[config.mk]
export PLATFORM = sky130hd
export DESIGN_NAME = tmds_channel_decoder
export DESIGN_NICKNAME = d
export VERILOG_FILES = /design/src/rtl/tmds_pkg.sv /design/src/rtl/tmds_channel_decoder.sv
export SDC_FILE = /design/constraint.sdc
export NUM_CORES = 1
export LEC_CHECK = 0
export ABC_AREA = 1
export CORE_MARGIN = 1
export CORE_UTILIZATION = 30
export CTS_CLUSTER_DIAMETER = 150
export DETAILED_ROUTE_END_ITERATION = 6
export GPL_ROUTABILITY_DRIVEN = 0
export PLACE_DENSITY_LB_ADDON = 0.08
export SLEW_MARGIN = 20
export SYNTH_ARGS = -nofsm -noshare
export SYNTH_HDL_FRONTEND = slang
export SYNTH_SLANG_ARGS = --single-unit
[constraint.sdc]
create_clock -name clk_pixel -period 1.8 [get_ports clk_pixel]
set_input_delay 0.27 -clock clk_pixel [delete_from_list [all_inputs] [get_ports clk_pixel]]
set_output_delay 0.27 -clock clk_pixel [all_outputs]
set_load 0.02 [all_outputs]
[src/rtl/tmds_pkg.sv]
// TMDS receive-side symbol tables, mode codes and decode helpers.
// Shared by the per-channel decoder and the sink-level preamble logic.
package tmds_pkg;

    localparam logic [2:0] MODE_CONTROL      = 3'd0;
    localparam logic [2:0] MODE_VIDEO        = 3'd1;
    localparam logic [2:0] MODE_VIDEO_GUARD  = 3'd2;
    localparam logic [2:0] MODE_ISLAND       = 3'd3;
    localparam logic [2:0] MODE_ISLAND_GUARD = 3'd4;

    localparam logic [9:0] CTRL_00 = 10'b1101010100;
    localparam logic [9:0] CTRL_01 = 10'b0010101011;
    localparam logic [9:0] CTRL_10 = 10'b0101010100;
    localparam logic [9:0] CTRL_11 = 10'b1010101011;

    localparam logic [9:0] VIDEO_GUARD_CN02 = 10'b1011001100;
    localparam logic [9:0] VIDEO_GUARD_CN1  = 10'b0100110011;
    localparam logic [9:0] DATA_GUARD       = 10'b0100110011;

    localparam logic [3:0] PREAMBLE_FULL = 4'd8;
    localparam logic [4:0] MAX_PACKETS   = 5'd18;

    typedef enum logic [2:0] {
        CONTROL,
        VID_GB,
        VIDEO,
        DI_LEAD_GB,
        ISLAND,
        DI_TRAIL_GB
    } state_t;

    typedef struct packed {
        logic       valid;
        logic [3:0] nibble;
    } terc4_t;

    function automatic logic is_control(input logic [9:0] s);
        return s == CTRL_00 || s == CTRL_01 ||
               s == CTRL_10 || s == CTRL_11;
    endfunction

    function automatic logic [1:0] control_decode(input logic [9:0] s);
        logic [1:0] c;
        case (s)
            CTRL_01: c = 2'b01;
            CTRL_10: c = 2'b10;
            CTRL_11: c = 2'b11;
            default: c = 2'b00;
        endcase
        return c;
    endfunction

    function automatic terc4_t terc4_decode(input logic [9:0] s);
        terc4_t r;
        r.valid  = 1'b1;
        r.nibble = 4'h0;
        case (s)
            10'b1010011100: r.nibble = 4'h0;
            10'b1001100011: r.nibble = 4'h1;
            10'b1011100100: r.nibble = 4'h2;
            10'b1011100010: r.nibble = 4'h3;
            10'b0101110001: r.nibble = 4'h4;
            10'b0100011110: r.nibble = 4'h5;
            10'b0110001110: r.nibble = 4'h6;
            10'b0100111100: r.nibble = 4'h7;
            10'b1011001100: r.nibble = 4'h8;
            10'b0100111001: r.nibble = 4'h9;
            10'b0110011100: r.nibble = 4'hA;
            10'b1011000110: r.nibble = 4'hB;
            10'b1010001110: r.nibble = 4'hC;
            10'b1001110001: r.nibble = 4'hD;
            10'b0101100011: r.nibble = 4'hE;
            10'b1011000011: r.nibble = 4'hF;
            default:        r.valid  = 1'b0;
        endcase
        return r;
    endfunction

    // Undo the optional inversion, then the XOR/XNOR chain.
    function automatic logic [7:0] video_decode(input logic [9:0] s);
        logic [7:0] q;
        logic [7:0] d;
        q = s[9] ? ~s[7:0] : s[7:0];
        d[0] = q[0];
        for (int i = 1; i < 8; i++)
            d[i] = s[8] ? (q[i] ^ q[i-1]) : ~(q[i] ^ q[i-1]);
        return d;
    endfunction

    // CTL0/CTL1 ride on channel 1, CTL2/CTL3 on channel 2.
    function automatic logic [1:0] preamble_decode(
        input logic [9:0] ch1,
        input logic [9:0] ch2
    );
        logic [3:0] ctl;
        if (!is_control(ch1) || !is_control(ch2))
            return 2'b00;
        ctl = {control_decode(ch2), control_decode(ch1)};
        case (ctl)
            4'b0001: return 2'b01;
            4'b0101: return 2'b10;
            default: return 2'b00;
        endcase
    endfunction

    function automatic logic is_video_guard(input int cn, input logic [9:0] s);
        return (cn == 1) ? (s == VIDEO_GUARD_CN1) : (s == VIDEO_GUARD_CN02);
    endfunction

    // Channel 0 guards carry hsync/vsync, so they are TERC4 symbols.
    function automatic logic is_data_guard(input int cn, input logic [9:0] s);
        terc4_t t;
        t = terc4_decode(s);
        if (cn == 0)
            return t.valid && t.nibble[3:2] == 2'b11;
        return s == DATA_GUARD;
    endfunction

    function automatic logic is_trail_guard(input int cn, input logic [9:0] s);
        terc4_t t;
        t = terc4_decode(s);
        if (cn == 0)
            return t.valid && t.nibble[3];
        return s == DATA_GUARD;
    endfunction

endpackage

[src/rtl/tmds_channel_decoder.sv]
// Per-channel TMDS decoder tracking control/video/data-island periods.
// Ports: clk_pixel, reset (sync, high), tmds[9:0], preamble[1:0] in;
// mode[2:0], video_data[7:0], data_island_data[3:0], control_data[1:0],
// decode_error out. All outputs registered, one cycle after tmds.
module tmds_channel_decoder
    import tmds_pkg::*;
#(
    parameter int CN = 0
) (
    input  logic       clk_pixel,
    input  logic       reset,
    input  logic [9:0] tmds,
    input  logic [1:0] preamble,
    output logic [2:0] mode,
    output logic [7:0] video_data,
    output logic [3:0] data_island_data,
    output logic [1:0] control_data,
    output logic       decode_error
);

    state_t     state, state_n;
    logic [3:0] pre_cnt, pre_cnt_n;
    logic [1:0] prev_pre;
    logic [4:0] sym_cnt, sym_cnt_n;
    logic [4:0] pkt_cnt, pkt_cnt_n;

    logic [2:0] mode_n;
    logic [7:0] video_n;
    logic [3:0] island_n;
    logic [1:0] control_n;
    logic       error_n;

    logic   ctl;
    logic   vguard;
    logic   dguard;
    logic   tguard;
    terc4_t t4;
    logic   pre_video;
    logic   pre_island;

    assign ctl    = is_control(tmds);
    assign vguard = is_video_guard(CN, tmds);
    assign dguard = is_data_guard(CN, tmds);
    assign tguard = is_trail_guard(CN, tmds);
    assign t4     = terc4_decode(tmds);

    assign pre_video  = pre_cnt == PREAMBLE_FULL && prev_pre == 2'b01;
    assign pre_island = pre_cnt == PREAMBLE_FULL && prev_pre == 2'b10;

    // A changed preamble code restarts the run at 1.
    always_comb begin
        pre_cnt_n = 4'd0;
        if (ctl && preamble != 2'b00) begin
            if (preamble != prev_pre)
                pre_cnt_n = 4'd1;
            else if (pre_cnt == PREAMBLE_FULL)
                pre_cnt_n = PREAMBLE_FULL;
            else
                pre_cnt_n = pre_cnt + 4'd1;
        end
    end

    always_comb begin
        state_n   = state;
        sym_cnt_n = sym_cnt;
        pkt_cnt_n = pkt_cnt;
        mode_n    = MODE_CONTROL;
        video_n   = video_data;
        island_n  = data_island_data;
        control_n = control_data;
        error_n   = 1'b0;

        unique case (state)
            CONTROL: begin
                if (ctl) begin
                    control_n = control_decode(tmds);
                end else if (pre_video && vguard) begin
                    state_n = VID_GB;
                    mode_n  = MODE_VIDEO_GUARD;
                end else if (pre_island && dguard) begin
                    state_n = DI_LEAD_GB;
                    mode_n  = MODE_ISLAND_GUARD;
                    if (CN == 0) begin
                        island_n  = t4.nibble;
                        control_n = t4.nibble[1:0];
                    end
                end else begin
                    error_n = 1'b1;
                end
            end
            VID_GB: begin
                if (vguard) begin
                    state_n = VIDEO;
                    mode_n  = MODE_VIDEO_GUARD;
                end else begin
                    state_n = CONTROL;
                    error_n = 1'b1;
                end
            end
            VIDEO: begin
                if (ctl) begin
                    state_n   = CONTROL;
                    control_n = control_decode(tmds);
                end else begin
                    mode_n  = MODE_VIDEO;
                    video_n = video_decode(tmds);
                end
            end
            DI_LEAD_GB: begin
                if (dguard) begin
                    state_n   = ISLAND;
                    sym_cnt_n = 5'd0;
                    pkt_cnt_n = 5'd0;
                    mode_n    = MODE_ISLAND_GUARD;
                    if (CN == 0) begin
                        island_n  = t4.nibble;
                        control_n = t4.nibble[1:0];
                    end
                end else begin
                    state_n = CONTROL;
                    error_n = 1'b1;
                end
            end
            ISLAND: begin
                // Packet boundary: either a trailing guard or a new packet.
                if (sym_cnt == 5'd0 && pkt_cnt != 5'd0 && tguard) begin
                    state_n = DI_TRAIL_GB;
                    mode_n  = MODE_ISLAND_GUARD;
                    if (CN == 0) begin
                        island_n  = t4.nibble;
                        control_n = t4.nibble[1:0];
                    end
                end else if (!t4.valid ||
                             (sym_cnt == 5'd0 && pkt_cnt == MAX_PACKETS)) begin
                    state_n = CONTROL;
                    error_n = 1'b1;
                end else begin
                    mode_n    = MODE_ISLAND;
                    island_n  = t4.nibble;
                    sym_cnt_n = sym_cnt + 5'd1;
                    if (sym_cnt == 5'd31)
                        pkt_cnt_n = pkt_cnt + 5'd1;
                end
            end
            DI_TRAIL_GB: begin
                state_n = CONTROL;
                if (tguard) begin
                    mode_n = MODE_ISLAND_GUARD;
                    if (CN == 0) begin
                        island_n  = t4.nibble;
                        control_n = t4.nibble[1:0];
                    end
                end else begin
                    error_n = 1'b1;
                end
            end
            default: begin
                state_n = CONTROL;
            end
        endcase
    end

    always_ff @(posedge clk_pixel) begin
        if (reset) begin
            state            <= CONTROL;
            pre_cnt          <= 4'd0;
            prev_pre         <= 2'b00;
            sym_cnt          <= 5'd0;
            pkt_cnt          <= 5'd0;
            mode             <= MODE_CONTROL;
            video_data       <= 8'd0;
            data_island_data <= 4'd0;
            control_data     <= 2'd0;
            decode_error     <= 1'b0;
        end else begin
            state            <= state_n;
            pre_cnt          <= pre_cnt_n;
            prev_pre         <= preamble;
            sym_cnt          <= sym_cnt_n;
            pkt_cnt          <= pkt_cnt_n;
            mode             <= mode_n;
            video_data       <= video_n;
            data_island_data <= island_n;
            control_data     <= control_n;
            decode_error     <= error_n;
        end
    end

endmodule

==> out/results.ini <==
[synth]
synth_edf_count = 0
synth_area_sq_um = 2830
syn_avg_cell_area_sq_um = 6.48
ys_ff_latch = 37
synthArstFlopShare_pct = 0
ys_top_cells_by_area = dfxtp_1 (26%), nand2_1 (10%), nor2_1 (9.3%)
ys_top_cells_by_count = nand2_1 (75), nor2_1 (70), inv_1 (63), nand3_1 (39), dfxtp_1 (37)
yosysSeqAreaShare_pct = 26.2
synthMostInstantiatedCell = nand2_1
netlist_instances = 436
synthesis.nets = 462
synth_flop_cell = dfxtp_1
ys.warnings.count = 0
synth_top_area_share_pct = 26.2
yosys.cell_types.count = 40
synth.largest_area_cell = dfxtp_1

[global_route]
antenna_found_initial = 0
gr-total-overflow = 0
grt_util_all_layers_pct = 17.5
grt_pass1_vias = 2946
grt_pass1_wl_um = 13600
grt_max_degree = 24

[clocking]
clk_pin_slew_ns = 0.07
cts_root_buf = clkbuf_8
htreeDepth = 2
cts_buffers = 5
cts_tree = yes
cts_sinks = 37
clockBufferDepth = 2
clk_latency_ns = 0.29

[power_and_ir_drop]
p_seq_share_pct = 43.6
p_clk_share_pct = 29.2
power_per_cell_area_nw_per_um2 = 480
leakage_nw = 1.91
p_switching_uw = 618
switching_share_pct = 30.6
vdd_drop_max_v = 0.000345
power.internal_mw = 1.41
pwr-share-comb_pct = 27.2

[floorplanning]
die_w_um = 99.1
die_h_um = 99.1
start_util_pct = 30.7
ios = 32
die_area_sq_um = 9810
coreArea_sq_um = 9200
placementRows = 35

[hold_path]
min_path_cells = 4
hold_class = input pin to flip-flop

[setup_path]
cp_max_fo = 3
slowest_stage = dfxtp_2
crit_buf_inv = 4
crit_chain = inv_2 -> ha_4 -> nand2_2 -> nor2_2 -> inv_2 -> nor3_2 -> buf_4 -> a21oi_4 -> nor3_4 -> buf_4 -> nand3_4 -> nand2_2 -> nor2_1
crit_arrival_ns = 1.93
worst_ep_required_time_ns = 1.99
reg2regPathDepth = 13
crit_type = flip-flop to flip-flop
cp_top_family = simple AND/OR/NAND/NOR gates
crit_path_start_kind = flip-flop
max_stage_delay_ns = 0.32
crit_path_end_kind = flip-flop
crit_cells = 13

[placement]
place_area_sq_um = 3740
place_worst_setup_slack_ns = -0.776
hpwlAfterDp_um = 6560
io_buffers = 31

[timing]
worst_pin_slew_ns = 0.322
setup_slack_ns = 0.0554
min_period_ns = 1.74
clock_skew_ns = 0.00275
setup_viol_count_final = 0
hold_violations = 0
slew_viol_final = 0
rsz0062_at_grt = yes
slew_headroom_pct = 78.4
fmax_mhz = 573
period_share_pct = 96.9

[finish]
fill_cells = 952
drive_gt1_share_pct = 37.6
stdcell_area_sq_um = 4210
insertedDiodeCount = 0
syn_to_final_growth_pct = 49.0
nNetsFinal = 571

[route]
drt_wl_total_um = 8420
ant_nets = 0
routedWlPerCell_um = 12.8
drc = 0
routed_via_density = 4.60
drt-pass1-iter-count = 4
via_count = 3019
drt_iter0_drc = 61

[run_status]
status = finished, final reports clean

[job]
drv_cap = 0

routing by layer:
layer	share of wire (%)	wire, um	GRT usage (%)	vias to the layer above
met5	0	0	0	-
met4	1.1	93	4.19	0
met3	3.6	300	3.62	9
met2	48	4040	30.7	48
met1	47	3980	22.1	1356
li1	-	-	-	1606
worst reg2reg max path, stage by stage (launching register included):
cell and delay [ns]:
dfxtp_2 0.32, inv_2 0.07, ha_4 0.13, nand2_2 0.05, nor2_2 0.13, inv_2 0.05
nor3_2 0.15, buf_4 0.16, a21oi_4 0.05, nor3_4 0.19, buf_4 0.15, nand3_4 0.07
nand2_2 0.09, nor2_1 0.04
through the flow:
step	power, mW	std cells	util (%)	hold WS [ns]	setup TNS, ns
after floorplan	1.15	436	-	0.386	0
after global placement	1.39	637	40.7	0.483	-18.29
after detailed placement	1.38	637	40.7	0.482	-19.16
after CTS	2.01	650	43.3	0.472	0
after global routing	2.14	656	45.8	0.448	-0.312
final	2.02	656	45.8	0.446	0
registers in the layout, summed over array words and instances, names as in the netlist, 2 cells and up:
| signal | cells |
|---|---|
| control_data | 2 |
| pre_cnt | 4 |
| sym_cnt | 5 |
| mode | 3 |
| state | 3 |
| pkt_cnt | 5 |
| video_data | 8 |
| data_island_data | 4 |
| prev_pre | 2 |
path summary, 6_finish.rpt:
path                                            end       start  slack, ns
worst min-delay path                  video_data[0]     tmds[0]       0.45
worst min register to register           sym_cnt[3]  sym_cnt[3]       0.50
worst max-delay path            data_island_data[2]  pre_cnt[0]       0.06
worst max register to register  data_island_data[2]  pre_cnt[0]       0.06
kinds of logic after synthesis:
family	after synthesis	synth area share, %
buf+inv	75	10.4
flops	37	26.2
xor+xnor	13	4.03
simple gates	251	44.8
fa+ha+maj	12	5.31
compound gates	48	9.25
final cells by class:
type,count,area (sq um),area share (%)
Tap cell,111,139,3.30
Clock buffer,7,86.3,2.05
Inverter,70,270,6.42
Multi-Input combinational cell,324,2100,49.9
Sequential cell,37,746,17.7
Timing Repair Buffer,107,871,20.7
power by group through the flow:
| stage | Combinational, mW | Clock [mW] | Sequential (mW) |
|---|---|---|---|
| floorplan | 0.219 | 0 | 0.933 |
| global placement | 0.488 | 0 | 0.899 |
| detailed placement | 0.484 | 0 | 0.900 |
| CTS | 0.510 | 0.621 | 0.882 |
| global route | 0.600 | 0.656 | 0.887 |
| finish | 0.550 | 0.591 | 0.883 |
layout by cell type, fill, tap and decap left out, types with 2 or more instances in the layout:
cell type        count
nand4_1             11
ha_1                 8
or2_2                3
nand2_2             23
nand3_1             32
a21oi_1             16
clkdlybuf4s50_1     21
nand2_4             10
inv_2               13
nor2_4              13
a21oi_2              4
buf_6                5
a31oi_1              3
nand3_4              4
inv_1               53
nand3_2             11
xor2_1              10
nor2_1              54
nand2_1             60
inv_4                3
clkbuf_8             6
o21ai_0             14
dfxtp_2              4
o21ai_1              3
buf_4               70
xnor2_1              3
nor3_1               6
nor2_2              14
o21ai_2              2
ha_4                 4
o31ai_1              2
clkbuf_2             7
dfxtp_1             33
nand3b_1             2
timing repair:
item | in CTS | in global routing
setup buffers | 6 | 6
setup endpoints to repair | 32 | 20
hold endpoints to repair | 0 | 0
pin swaps | 15 | 23
cloned | 0 | 0
hold buffers | 0 | 0
resized for setup | 50 | 77
No activity file was read; power rests on OpenSTA's default activity.
